### src/rtl/change_dispenser_if.sv
// Handshake/status bundle between the sale logic, the change dispenser and the hopper.
// Stock outputs exist only when COIN_INVENTORY_EN is defined.
interface change_dispenser_if #(parameter int W = 32);
    logic         start;
    logic [W-1:0] change_in;
    logic         disp_ack;
    logic         disp_valid;
    logic [1:0]   disp_denom;
    logic         busy;
    logic         done;
    logic         err;
    logic [W-1:0] remaining;
    logic [7:0]   cnt_hi;
    logic [7:0]   cnt_mid;
    logic [7:0]   cnt_lo;
`ifdef COIN_INVENTORY_EN
    logic [7:0]   stock_hi;
    logic [7:0]   stock_mid;
    logic [7:0]   stock_lo;
`endif

    modport slave (
        input  start, change_in, disp_ack,
        output disp_valid, disp_denom, busy, done, err, remaining, cnt_hi, cnt_mid, cnt_lo
`ifdef COIN_INVENTORY_EN
        , output stock_hi, stock_mid, stock_lo
`endif
    );

    modport master (
        output start, change_in, disp_ack,
        input  disp_valid, disp_denom, busy, done, err, remaining, cnt_hi, cnt_mid, cnt_lo
`ifdef COIN_INVENTORY_EN
        , input stock_hi, stock_mid, stock_lo
`endif
    );
endinterface

### src/rtl/change_dispenser.sv
// Greedy change payout: one piece per hopper handshake, largest denomination first.
// Optional COIN_INVENTORY_EN adds per-denomination stock tracking.
module change_dispenser #(
    parameter int W           = 32,
    parameter int DENOM_HI    = 10,
    parameter int DENOM_MID   = 5,
    parameter int DENOM_LO    = 1,
    parameter int MAX_CHANGE  = 100,
    parameter int ACK_TIMEOUT = 1000
`ifdef COIN_INVENTORY_EN
    , parameter int STOCK_HI  = 20,
    parameter int STOCK_MID   = 20,
    parameter int STOCK_LO    = 50
`endif
) (
    input logic          clk,
    input logic          rst,
    change_dispenser_if.slave bus
);
    localparam logic [W-1:0] D_HI  = W'(DENOM_HI);
    localparam logic [W-1:0] D_MID = W'(DENOM_MID);
    localparam logic [W-1:0] D_LO  = W'(DENOM_LO);
    localparam logic [W-1:0] D_MAX = W'(MAX_CHANGE);
    localparam int           TW    = $clog2(ACK_TIMEOUT + 1);

    typedef enum logic [2:0] {IDLE, PICK, ISSUE, DONE, ERR} state_t;
    state_t state, state_nx;

    logic [W-1:0]  remaining;
    logic [7:0]    cnt_hi, cnt_mid, cnt_lo;
    logic [1:0]    denom_q, pick_code;
    logic [W-1:0]  denom_val;
    logic [TW-1:0] wait_cnt;
    logic          hi_ok, mid_ok, lo_ok;
    logic          accept, timeout;

`ifdef COIN_INVENTORY_EN
    logic [7:0] stock_hi, stock_mid, stock_lo;
    assign hi_ok  = (stock_hi  != 8'd0);
    assign mid_ok = (stock_mid != 8'd0);
    assign lo_ok  = (stock_lo  != 8'd0);
    assign bus.stock_hi  = stock_hi;
    assign bus.stock_mid = stock_mid;
    assign bus.stock_lo  = stock_lo;
`else
    assign hi_ok  = 1'b1;
    assign mid_ok = 1'b1;
    assign lo_ok  = 1'b1;
`endif

    assign accept  = bus.start && (state == IDLE || state == DONE || state == ERR);
    assign timeout = (wait_cnt == TW'(ACK_TIMEOUT - 1));

    // pick_code of 00 with remaining>0 means nothing usable is left in stock
    always_comb begin
        pick_code = 2'b00;
        if (remaining >= D_HI && hi_ok)        pick_code = 2'b11;
        else if (remaining >= D_MID && mid_ok) pick_code = 2'b10;
        else if (remaining >= D_LO && lo_ok)   pick_code = 2'b01;
    end

    always_comb begin
        denom_val = '0;
        case (denom_q)
            2'b11:   denom_val = D_HI;
            2'b10:   denom_val = D_MID;
            2'b01:   denom_val = D_LO;
            default: denom_val = '0;
        endcase
    end

    always_ff @(posedge clk or posedge rst) begin
        if (rst) state <= IDLE;
        else     state <= state_nx;
    end

    always_comb begin
        state_nx = state;
        case (state)
            IDLE, DONE, ERR: begin
                if (state == DONE) state_nx = IDLE;
                if (accept)        state_nx = (bus.change_in > D_MAX) ? ERR : PICK;
            end
            PICK: begin
                if (remaining == '0)         state_nx = DONE;
                else if (pick_code == 2'b00) state_nx = ERR;
                else                         state_nx = ISSUE;
            end
            ISSUE: begin
                if (bus.disp_ack)  state_nx = PICK;
                else if (timeout)  state_nx = ERR;
            end
            default: state_nx = IDLE;
        endcase
    end

    always_ff @(posedge clk or posedge rst) begin
        if (rst) begin
            remaining <= '0;
            cnt_hi    <= '0;
            cnt_mid   <= '0;
            cnt_lo    <= '0;
            denom_q   <= '0;
            wait_cnt  <= '0;
`ifdef COIN_INVENTORY_EN
            stock_hi  <= 8'(STOCK_HI);
            stock_mid <= 8'(STOCK_MID);
            stock_lo  <= 8'(STOCK_LO);
`endif
        end else begin
            if (accept) begin
                remaining <= bus.change_in;
                cnt_hi    <= '0;
                cnt_mid   <= '0;
                cnt_lo    <= '0;
            end
            if (state == PICK) begin
                denom_q  <= pick_code;
                wait_cnt <= '0;
            end
            if (state == ISSUE) begin
                if (bus.disp_ack) begin
                    remaining <= remaining - denom_val;
                    case (denom_q)
                        2'b11: begin
                            if (cnt_hi != 8'hFF) cnt_hi <= cnt_hi + 8'd1;
`ifdef COIN_INVENTORY_EN
                            stock_hi <= stock_hi - 8'd1;
`endif
                        end
                        2'b10: begin
                            if (cnt_mid != 8'hFF) cnt_mid <= cnt_mid + 8'd1;
`ifdef COIN_INVENTORY_EN
                            stock_mid <= stock_mid - 8'd1;
`endif
                        end
                        2'b01: begin
                            if (cnt_lo != 8'hFF) cnt_lo <= cnt_lo + 8'd1;
`ifdef COIN_INVENTORY_EN
                            stock_lo <= stock_lo - 8'd1;
`endif
                        end
                        default: ;
                    endcase
                end else begin
                    wait_cnt <= wait_cnt + TW'(1);
                end
            end
        end
    end

    assign bus.disp_valid = (state == ISSUE);
    assign bus.disp_denom = (state == ISSUE) ? denom_q : 2'b00;
    assign bus.busy       = (state == PICK) || (state == ISSUE);
    assign bus.done       = (state == DONE);
    assign bus.err        = (state == ERR);
    assign bus.remaining  = remaining;
    assign bus.cnt_hi     = cnt_hi;
    assign bus.cnt_mid    = cnt_mid;
    assign bus.cnt_lo     = cnt_lo;
endmodule

### src/flat_wrapper.sv
// flat-port wrapper written by rule: the top's interface ports become plain ports
module change_dispenser_flat 
#(
    parameter int W           = 32,
    parameter int DENOM_HI    = 10,
    parameter int DENOM_MID   = 5,
    parameter int DENOM_LO    = 1,
    parameter int MAX_CHANGE  = 100,
    parameter int ACK_TIMEOUT = 1000

)
  (clk, rst, bus_start, bus_change_in, bus_disp_ack, bus_disp_valid, bus_disp_denom, bus_busy, bus_done, bus_err, bus_remaining, bus_cnt_hi, bus_cnt_mid, bus_cnt_lo);
  change_dispenser_if #(.W(W)) bus_i ();
  input logic clk;
  input logic rst;
  input wire logic [$bits(bus_i.start)-1:0] bus_start;
  input wire logic [$bits(bus_i.change_in)-1:0] bus_change_in;
  input wire logic [$bits(bus_i.disp_ack)-1:0] bus_disp_ack;
  output wire logic [$bits(bus_i.disp_valid)-1:0] bus_disp_valid;
  output wire logic [$bits(bus_i.disp_denom)-1:0] bus_disp_denom;
  output wire logic [$bits(bus_i.busy)-1:0] bus_busy;
  output wire logic [$bits(bus_i.done)-1:0] bus_done;
  output wire logic [$bits(bus_i.err)-1:0] bus_err;
  output wire logic [$bits(bus_i.remaining)-1:0] bus_remaining;
  output wire logic [$bits(bus_i.cnt_hi)-1:0] bus_cnt_hi;
  output wire logic [$bits(bus_i.cnt_mid)-1:0] bus_cnt_mid;
  output wire logic [$bits(bus_i.cnt_lo)-1:0] bus_cnt_lo;
  assign bus_i.start = bus_start;
  assign bus_i.change_in = bus_change_in;
  assign bus_i.disp_ack = bus_disp_ack;
  assign bus_disp_valid = bus_i.disp_valid;
  assign bus_disp_denom = bus_i.disp_denom;
  assign bus_busy = bus_i.busy;
  assign bus_done = bus_i.done;
  assign bus_err = bus_i.err;
  assign bus_remaining = bus_i.remaining;
  assign bus_cnt_hi = bus_i.cnt_hi;
  assign bus_cnt_mid = bus_i.cnt_mid;
  assign bus_cnt_lo = bus_i.cnt_lo;
  change_dispenser #(.W(W), .DENOM_HI(DENOM_HI), .DENOM_MID(DENOM_MID), .DENOM_LO(DENOM_LO), .MAX_CHANGE(MAX_CHANGE), .ACK_TIMEOUT(ACK_TIMEOUT)) u_core (.clk(clk), .rst(rst), .bus(bus_i));
endmodule
### config.mk
export PLATFORM = sky130hd
export DESIGN_NAME = change_dispenser_flat
export DESIGN_NICKNAME = d
export VERILOG_FILES = /design/src/rtl/change_dispenser_if.sv /design/src/rtl/change_dispenser.sv /design/src/flat_wrapper.sv
export SDC_FILE = /design/constraint.sdc
export NUM_CORES = 1
export LEC_CHECK = 0
export ABC_CLOCK_PERIOD_IN_PS = 4300
export CORE_ASPECT_RATIO = 1.2
export CORE_MARGIN = 2
export CORE_UTILIZATION = 30
export CTS_CLUSTER_SIZE = 12
export DETAILED_ROUTE_END_ITERATION = 8
export PLACE_DENSITY_LB_ADDON = 0.15
export SYNTH_ARGS = -nofsm -noshare
export SYNTH_HDL_FRONTEND = slang
export SYNTH_SLANG_ARGS = --single-unit
### constraint.sdc
create_clock -name clk -period 4.3 [get_ports clk]
set_input_delay 0.645 -clock clk [delete_from_list [all_inputs] [get_ports clk]]
set_output_delay 0.645 -clock clk [all_outputs]
set_load 0.02 [all_outputs]
---- Word level (Yosys, flattened, before mapping) ----
Index checks and enable logic that the tools add are counted.
operators by class
  add/subtract/negate cells ............... 5
  multiply operators ...................... 0
  div/mod/pow operators ................... 0
  magnitude comparators ................... 4
  equality and inequality tests ........... 13
  shifts and indexed selects .............. 0
  multiplexer cells ....................... 34
  bitwise logic cells ..................... 0
  reduce and logical (&&, ||, !) cells .... 9
operators with widths
  cell                                                                                  count
  8-bit 2-to-1 mux                                                                      15
  32-bit 2-to-1 mux                                                                     3
  32-bit by 1-bit greater-or-equal comparator with 1-bit output, second input constant  1
  32-bit by 3-bit greater-or-equal comparator with 1-bit output, second input constant  1
  32-bit by 4-bit greater-or-equal comparator with 1-bit output, second input constant  1
  32-bit by 7-bit > comparator with 1-bit output, second input constant                 1
  32-bit logical NOT                                                                    1
  32-bit by 4-bit subtractor with 32-bit output                                         1
  10-bit 2-to-1 mux                                                                     3
  8-bit by 1-bit adder with 8-bit output, second input constant                         3
  8-bit inequality test, second input constant                                          3
  3-bit 2-to-1 mux                                                                      7
  4-bit one-hot mux with 3 select lines                                                 1
  10-bit by 1-bit adder with 10-bit output, second input constant                       1
  10-bit equality test, second input constant                                           1
  3-bit one-hot mux with 3 select lines                                                 1
  3-bit by 2-bit equality test with 1-bit output, second input constant                 2
  2-bit 2-to-1 mux                                                                      3
  3-bit by 2-bit inequality test with 1-bit output, second input constant               2
  2-bit equality test, second input constant                                            2
  3-bit by 1-bit equality test with 1-bit output, second input constant                 1
  3-bit equality test, second input constant                                            1
  3-bit logical NOT                                                                     1
  1-bit logical OR                                                                      3
  other kinds (6)                                                                       6
storage, ports and cells
  register bits ........................... 71
  latch bits .............................. 0
  RAM bits ................................ 0
  memory bits (read-only) ................. 0
  input port bits ......................... 36
  word-level logic and storage cells ...... 72
  memories kept ........................... 0

---- Logic depth before layout (Yosys ltp) ----
Gate-level depths: netlist of the first run.
  depth after elaboration ................. 9
  mapped depth ............................ 12

---- Worst setup path before layout of the first run ----
OpenSTA, ideal clock, no wires.
  path type ............................... reg-to-reg
  from .................................... register u_core.denom_q[0]
  to ...................................... register u_core.remaining[14], in the netlist u_core.bus.remaining[14]
  data arrival time ....................... 2.535 ns
  data required time ...................... 4.181 ns
  path slack .............................. 1.646 ns
  stages on the path, launching flop included .. 13
  path buffers ............................ 1
  clock period less this slack ............ 2.654 ns
  cell sequence ........................... dfrtp_1 > inv_1 > ha_1 > inv_1 > ha_1 > inv_1 > fa_1 > a21o_1 > a21oi_1 > clkbuf_1 > nand4_1 > o22a_1 > o21a_1
on the way
  word-level cells in the longest chain between the ends .. 5
  elaborated cells on any way between the ends .. 7
RTL lines
  what                                                                                   line                     source
  start, declared                                                                        change_dispenser.sv:31   logic [1:0] denom_q, pick_code;
  start signal, assigned                                                                 change_dispenser.sv:118  denom_q <= pick_code;
  2-bit by 1-bit equality test with 1-bit output or 2-bit equality test (tied branches)  change_dispenser.sv:64   case (denom_q)
  4-bit one-hot mux with 3 select lines (*)                                              change_dispenser.sv:64
  32-bit by 4-bit subtractor with 32-bit output (*)                                      change_dispenser.sv:123  remaining <= remaining - denom_val;
  32-bit 2-to-1 mux (*)                                                                  change_dispenser.sv:122  if (bus.disp_ack) begin
  32-bit 2-to-1 mux (*)                                                                  change_dispenser.sv:121  if (state == ISSUE) begin
  end signal, assigned                                                                   change_dispenser.sv:112  remaining <= bus.change_in;
  end signal, assigned                                                                   change_dispenser.sv:123
  end, declared                                                                          change_dispenser.sv:29   logic [W-1:0] remaining;
Every way passes the cells marked *; elsewhere a longest branch is shown, timed or not.
A chain may end at the register's enable or synchronous reset.

---- Final worst setup path of the first run ----
  from .................................... input port bus_disp_ack
  to ...................................... register u_core.cnt_lo[2], in the netlist u_core.bus.cnt_lo[2]
on the way
  word-level cells in the longest chain between the ends .. 2
RTL lines
  what                  line                     source
  start, declared       flat_wrapper.sv:18       input wire logic [$bits(bus_i.disp_ack)-1:0] bus_disp_ack;
  8-bit 2-to-1 mux      change_dispenser.sv:122
  8-bit 2-to-1 mux      change_dispenser.sv:121
  end signal, assigned  change_dispenser.sv:138  if (cnt_lo != 8'hFF) cnt_lo <= cnt_lo + 8'd1;
  end, declared         change_dispenser.sv:30   logic [7:0] cnt_hi, cnt_mid, cnt_lo;
Every way passes these cells.

==> results of run 1 <==
==> state kept, by name, indices dropped and copies added (netlist names) <==
name and count:
u_core.bus.cnt_mid 8, u_core.wait_cnt 10, u_core.state 3, u_core.bus.remaining 32, u_core.bus.cnt_lo 8, u_core.denom_q 2, u_core.bus.cnt_hi 8
==> where the power goes <==
| part | internal (mW) | total [mW] | switching, mW |
|---|---|---|---|
| clock | 0.451 | 0.729 | 0.278 |
| combinational | 0.163 | 0.365 | 0.203 |
| sequential | 0.712 | 0.781 | 0.0694 |
==> final cells by class <==
cell class                 instances  area (µm²)
fill                            1472        8424
multi-input combinational        394        2454
sequential                        71        1777
timing repair buffer             107        1046
clock buffer                      13       280.3
tap                              175       219.0
inverter                          21       78.83
clock inverter                     3       15.01
==> cell families after synthesis <==
| group | count (synthesis) | share of synthesized area (%) |
|---|---|---|
| muxes | 9 | 2.062 |
| AOI/OAI and AO/OA | 126 | 19.27 |
| buffers and inverters | 41 | 3.608 |
| adders and majority gates | 13 | 3.895 |
| and+or+nand+nor | 240 | 29.30 |
| DFF | 71 | 40.66 |
| xor gates and xnor gates | 6 | 1.203 |
==> per-layer routing <==
layer  share of wire, %  global-route usage [%]  vias up  routed length [µm]
met5                  0                       0        -                   0
met4                1.9                   6.843        0                 264
met3                3.2                   1.917       17                 436
met2                 51                   31.02       98                6947
met1                 44                   23.18     2109                6056
li1                   -                       -     2104                   -
==> worst paths after layout <==
| check | slack [ps] | to | cells after the start |
|---|---|---|---|
| setup / recovery | 1310 | u_core.bus.cnt_lo[2]$_DFF_PP0_ | 6 |
| hold / removal | 470 | u_core.wait_cnt[7]$_DFF_PP0_ | 1 |
| setup reg to reg | 1340 | u_core.bus.remaining[24]$_DFF_PP0_ | 11 |
| hold reg to reg | 470 | u_core.wait_cnt[7]$_DFF_PP0_ | 1 |
| max in group asynchronous | 2900 | u_core.bus.remaining[8]$_DFF_PP0_ | 3 |
| min in group asynchronous | 600 | u_core.bus.remaining[24]$_DFF_PP0_ | 2 |
==> Yosys cell counts, types with 5 or more instances <==
library cell   n  area share (%)
inv_1         21             1.8
a311oi_1       7             1.4
nor2_1        61             5.2
o221a_2        5             1.3
nor4_1        14             2.0
a211oi_1       7             1.2
nand4_1       20             2.9
nor3_1        25             2.9
a31oi_1        5            0.72
and3_1         9             1.3
clkbuf_1      16             1.4
o22ai_1        7             1.0
a21oi_1       21             2.4
o21ai_0       37             4.2
nand2_1       44             3.8
ha_1          12             3.4
o31ai_1        7             1.2
nand3_1       22             2.5
or3_1          7             1.0
o211ai_1       7             1.2
dfrtp_1       71              41
mux2i_1        9             2.1
==> through the flow <==
step                      std cells  util [%]  total power, mW  hold slack [ps]
after floorplan                 506         -           0.9817            436.8
after global placement          768     39.00            1.153            456.4
after detailed placement        768     39.00            1.161            468.4
after CTS                       784     41.06            1.900            475.7
after global routing            784     41.06            1.966            527.6
final                           784     41.06            1.875            468.3
==> critical path: cells and delay by family <==
| kind | cells | cell delay, ps |
|---|---|---|
| simple gates | 2 | 1140 |
| compound gates | 3 | 810 |
| buf+inv | 1 | 570 |
==> out/results.tsv, run 1 <==
metric	value	unit
status	complete, no violations	
core-area	14290	µm²
setup_viol	0	
cts_buffers	9	
dieArea	15550	µm²
pre_cts_slack	974.2	ps
ys_ff_latch	71	
path_clk_slew	60	ps
final_antenna_net_count	0	
drt-total-wl	13700	µm
grt_pass1_vias	4237	
diodes	0	
start_util	30.57	%
syn_area	4369	µm²
grt_use_total	18.00	%
num_rows	48	
clock_path_buffers	2	
max-vdd-ir-drop	159.8	µV
p_leak	2.302	nW
synthArstFlopShare	100.0	%
cts_resized	0	
path_cells	clkdlybuf4s50_1 > nor4bb_4 > o311ai_1 > and2_1 > o21ai_0 > o31ai_1	
clock-sinks	71	
critPathMaxFanout	14	
worstMarginPinSlew	970.6	ps
drive_gt1_share	7.553	%
ctsHtreeMaxLevel	3	
die_w	114.2	µm
timing.fmax	334.8	MHz
port_buffers	97	
synth_nets	555	
synth-seq-area-share	40.66	%
final_cell_mix	clkdlybuf4s50_1, dfrtp_1, nor2_1	
mostFrequentLayoutCell	clkdlybuf4s50_1	
drc	0	
synthFlopType	dfrtp_1	
fin_tns_setup	0	ps
rsz0062_at_grt	no	
gp_congestion	0.8130	
hold_class	register to register	
num_io_pins	98	
vias_per_cell	5.520	
end_kind	register	
synth_warnings	0	
cpPeakStageDelay	790	ps
final_nets	653	
hold_buffers	0	
cts_tree	built	
insertion_delay	330	ps
first_iter_violations	268	
wl_per_cell	17.48	µm
drv_cap	0	
syn_to_final_growth	34.34	%
powerDensity	319.5	nW/µm²
netlist_instances	506	
crit_path_start	bus_disp_ack	
fp.dieH	136.2	µm
synth.distinct_cells	65	
finalCritPeriodShare	69.47	%
report.final.slew_viol_count	0	
crit_type	primary input to register	
placed_area	5574	µm²
final_hold_viol_count	0	
synth_area_per_cell	8.635	µm²
synth-edff-count	0	
post_cts_buffers	0	
critical_path_arrival	3160	ps
antenna_found_initial	0	
hp-start	u_core.wait_cnt[7]$_DFF_PP0_	
dr.pass1.iters	4	
maxSlewHeadroom	34.27	%
fin_skew	8.509	ps
grt_pass1_wl	22110	µm
r2r_start	u_core.denom_q[0]$_DFFE_PP0P_	
crit_required	4480	ps
overflow	0	
cts_root_buf	clkbuf_16	
grt_max_degree	36	
min_period	2987	ps
finalWorstSetupSlack	1313	ps
crit_slowest_cell	nor4bb_4	
num_vias	4328	
place_hpwl	10130	µm
start_kind	primary input	
fin_area	5869	µm²
(Power assumes the default switching activity.)
==> run 2: changes to the inputs <==
Settings changed: ABC_CLOCK_PERIOD_IN_PS 4300 to 2870.
Clock period 4.3 ns to 2.87 ns, I/O delays scaled along.
==> out/results.tsv, run 2 (same netlist as run 1, synthesis figures left out) <==
metric	value	unit	change
largest_register_ffs	32		unchanged
fillers	1466		was 1472
path_clk_slew	60	ps	about the same
first_iter_violations	244		was 268
power_frac_seq	42.4	%	was 41.7%
final_nets	660		was 653
cts_root_buf	clkbuf_16		unchanged
num_io_pins	98		unchanged
min_period	2673	ps	
met1_usage	22.56	%	was 23.18%
final_hold_viol_count	0		unchanged
crit_required	3130	ps	was 4480 ps
top_register	u_core.bus.remaining		unchanged
drv_cap	0		unchanged
met2_usage	31.61	%	was 31.02%
dr.pass1.iters	4		unchanged
hold_buffers	0		unchanged
start_util	30.57	%	unchanged
syn_to_final_growth	35.97	%	was 34.34%
powerDensity	466.4	nW/µm²	was 319.5 nW/µm²
largestRegisters	u_core.bus.remaining x32, u_core.wait_cnt x10		unchanged
drt-total-wl	13530	µm	was 13700 µm
cts_tree	built		unchanged
fin_area	5941	µm²	was 5869 µm²
gp_congestion	0.8235		was 0.8130
clock_path_buffers	2		unchanged
finalCritPeriodShare	93.13	%	
port_buffers	97		unchanged
p_leak	2.327	nW	was 2.302 nW
place_hpwl	10010	µm	was 10130 µm
r2r_start	u_core.denom_q[0]$_DFFE_PP0P_		unchanged
switching_share	29.18	%	was 29.33%
timing.fmax	374.2	MHz	
placed_area	5629	µm²	was 5574 µm²
utilization	41.56	%	was 41.06%
diodes	0		unchanged
grt_max_degree	43		was 36
drive_gt1_share	8.306	%	was 7.553%
maxSlewHeadroom	58.41	%	was 34.27%
reg2regPathDepth	12		was 11
mostFrequentLayoutCell	clkdlybuf4s50_1		unchanged
core-area	14290	µm²	unchanged
p_total	2.771	mW	was 1.875 mW
dpl.cell_count	772		was 768
overflow	0		unchanged
r2r-end	u_core.bus.remaining[26]$_DFF_PP0_		was u_core.bus.remaining[24]$_DFF_PP0_
grt_pass1_vias	4238		was 4237
clock-sinks	71		unchanged
start_kind	register		was primary input
final_cell_mix	clkdlybuf4s50_1, dfrtp_1, nor2_1		unchanged
seq_area	1777	µm²	unchanged
grt.busiest_layer	met2		unchanged
die_w	114.2	µm	unchanged
grt_pass1_wl	22020	µm	was 22110 µm
fin_skew	5.994	ps	was 8.509 ps
dieArea	15550	µm²	unchanged
grt_use_total	17.93	%	was 18.00%
antenna_found_initial	0		unchanged
num_rows	48		unchanged
insertion_delay	330	ps	about the same
intPower	1.962	mW	was 1.325 mW
cts_buffers	9		unchanged
fp.dieH	136.2	µm	unchanged
hold_class	primary input to asynchronous set/reset pin		was register to register
worstMarginPinSlew	619.1	ps	was 970.6 ps
rrSetupSlack	200	ps	was 1340 ps
setup_viol	0		unchanged
num_vias	4379		was 4328
finalNonFillerCells	789		was 784
p_switching	0.8084	mW	was 0.5501 mW
p_comb_share	20.8	%	was 19.5%
vias_per_cell	5.550		was 5.520
wl_per_cell	17.15	µm	was 17.48 µm
critical_path_arrival	2930	ps	was 3160 ps
end_kind	register		unchanged
report.final.slew_viol_count	0		unchanged
max-vdd-ir-drop	210.2	µV	was 159.8 µV
status	complete, no violations		unchanged
clkPwrFrac	36.8	%	was 38.9%
final_antenna_net_count	0		unchanged
drc	0		unchanged
critPathMaxFanout	6		was 14
rsz0062_at_grt	no		unchanged
ctsHtreeMaxLevel	3		unchanged
multi_input_area	2465	µm²	was 2454 µm²
crit_type	register to register		was primary input to register
grtUsageMet3	2.006	%	was 1.917%
fin_tns_setup	0	ps	unchanged
## run 2: cell count changes in the layout (fill, tap and decap cells not counted), sizes merged
cell,previous run,this run
buf,10,17
clkinv,3,1
## run 2: final cells by class
type / instances / area share (%)
flip-flops and latches: 71 / 29.91
clock inverters: 1 / 0.08425
repair buffers: 114 / 19.12
clock buffers: 13 / 4.381
inverters: 21 / 1.327
well taps: 175 / 3.686
multi-input cells: 394 / 41.49
## run 2: power groups by stage
| stage | logic, mW | clock network [mW] | registers [mW] |
|---|---|---|---|
| final | 0.577 | 1.02 | 1.17 |
| after global routing | 0.631 | 1.09 | 1.19 |
| after CTS | 0.558 | 1.05 | 1.17 |
| after detailed placement | 0.556 | 0 | 1.19 |
| after global placement | 0.550 | 0 | 1.19 |
| after floorplan | 0.264 | 0 | 1.21 |
## run 2: worst max-delay path by stage
stage	from	endpoint	cells past startpoint
floorplan	u_core.denom_q[0]$_DFFE_PP0P_	u_core.bus.remaining[14]$_DFF_PP0_	12
global placement	u_core.denom_q[0]$_DFFE_PP0P_	u_core.bus.remaining[26]$_DFF_PP0_	12
detailed placement	u_core.denom_q[0]$_DFFE_PP0P_	u_core.bus.remaining[26]$_DFF_PP0_	12
CTS	u_core.denom_q[0]$_DFFE_PP0P_	u_core.bus.remaining[26]$_DFF_PP0_	12
global route	u_core.denom_q[0]$_DFFE_PP0P_	u_core.bus.remaining[14]$_DFF_PP0_	13
finish	u_core.denom_q[0]$_DFFE_PP0P_	u_core.bus.remaining[26]$_DFF_PP0_	12
## run 2: worst max-delay path, cell delays in order (launching register included)
cell	delay, ps
dfrtp_1	400
inv_1	130
ha_1	240
inv_1	60
ha_1	170
inv_1	60
fa_1	400
a21o_1	210
a21oi_1	150
buf_4	180
nand3_4	100
or3_1	390
a21oi_1	130
## run 2: repair_timing
action                                  in CTS  in global routing
endpoints found under the setup margin       0                  5
resized for setup                            0                  2
buffers inserted                             0                  3
## run 2: stage by stage
stage / setup WS, ps / hold slack, ps
2_1_floorplan: 216.1 / 436.8
3_3_place_gp: 230.5 / 459.8
3_5_place_dp: 141.9 / 472.8
4_1_cts: 145.2 / 480.4
5_1_grt: 18.45 / 519.4
6_report: 197.3 / 481.2
## run 2: metal layers
layer,part of all wire (%),up-vias,routed length (µm)
met5,0,-,0
met4,1.5,0,207
met3,4.0,13,541
met2,52,100,6986
met1,43,2159,5796
li1,-,2107,-
==> run 3: changes to the inputs <==
Settings changed: SLEW_MARGIN set to 20.
==> results of run 3 <==
The final DEF is identical to that of run 2; final timing and power are the same.
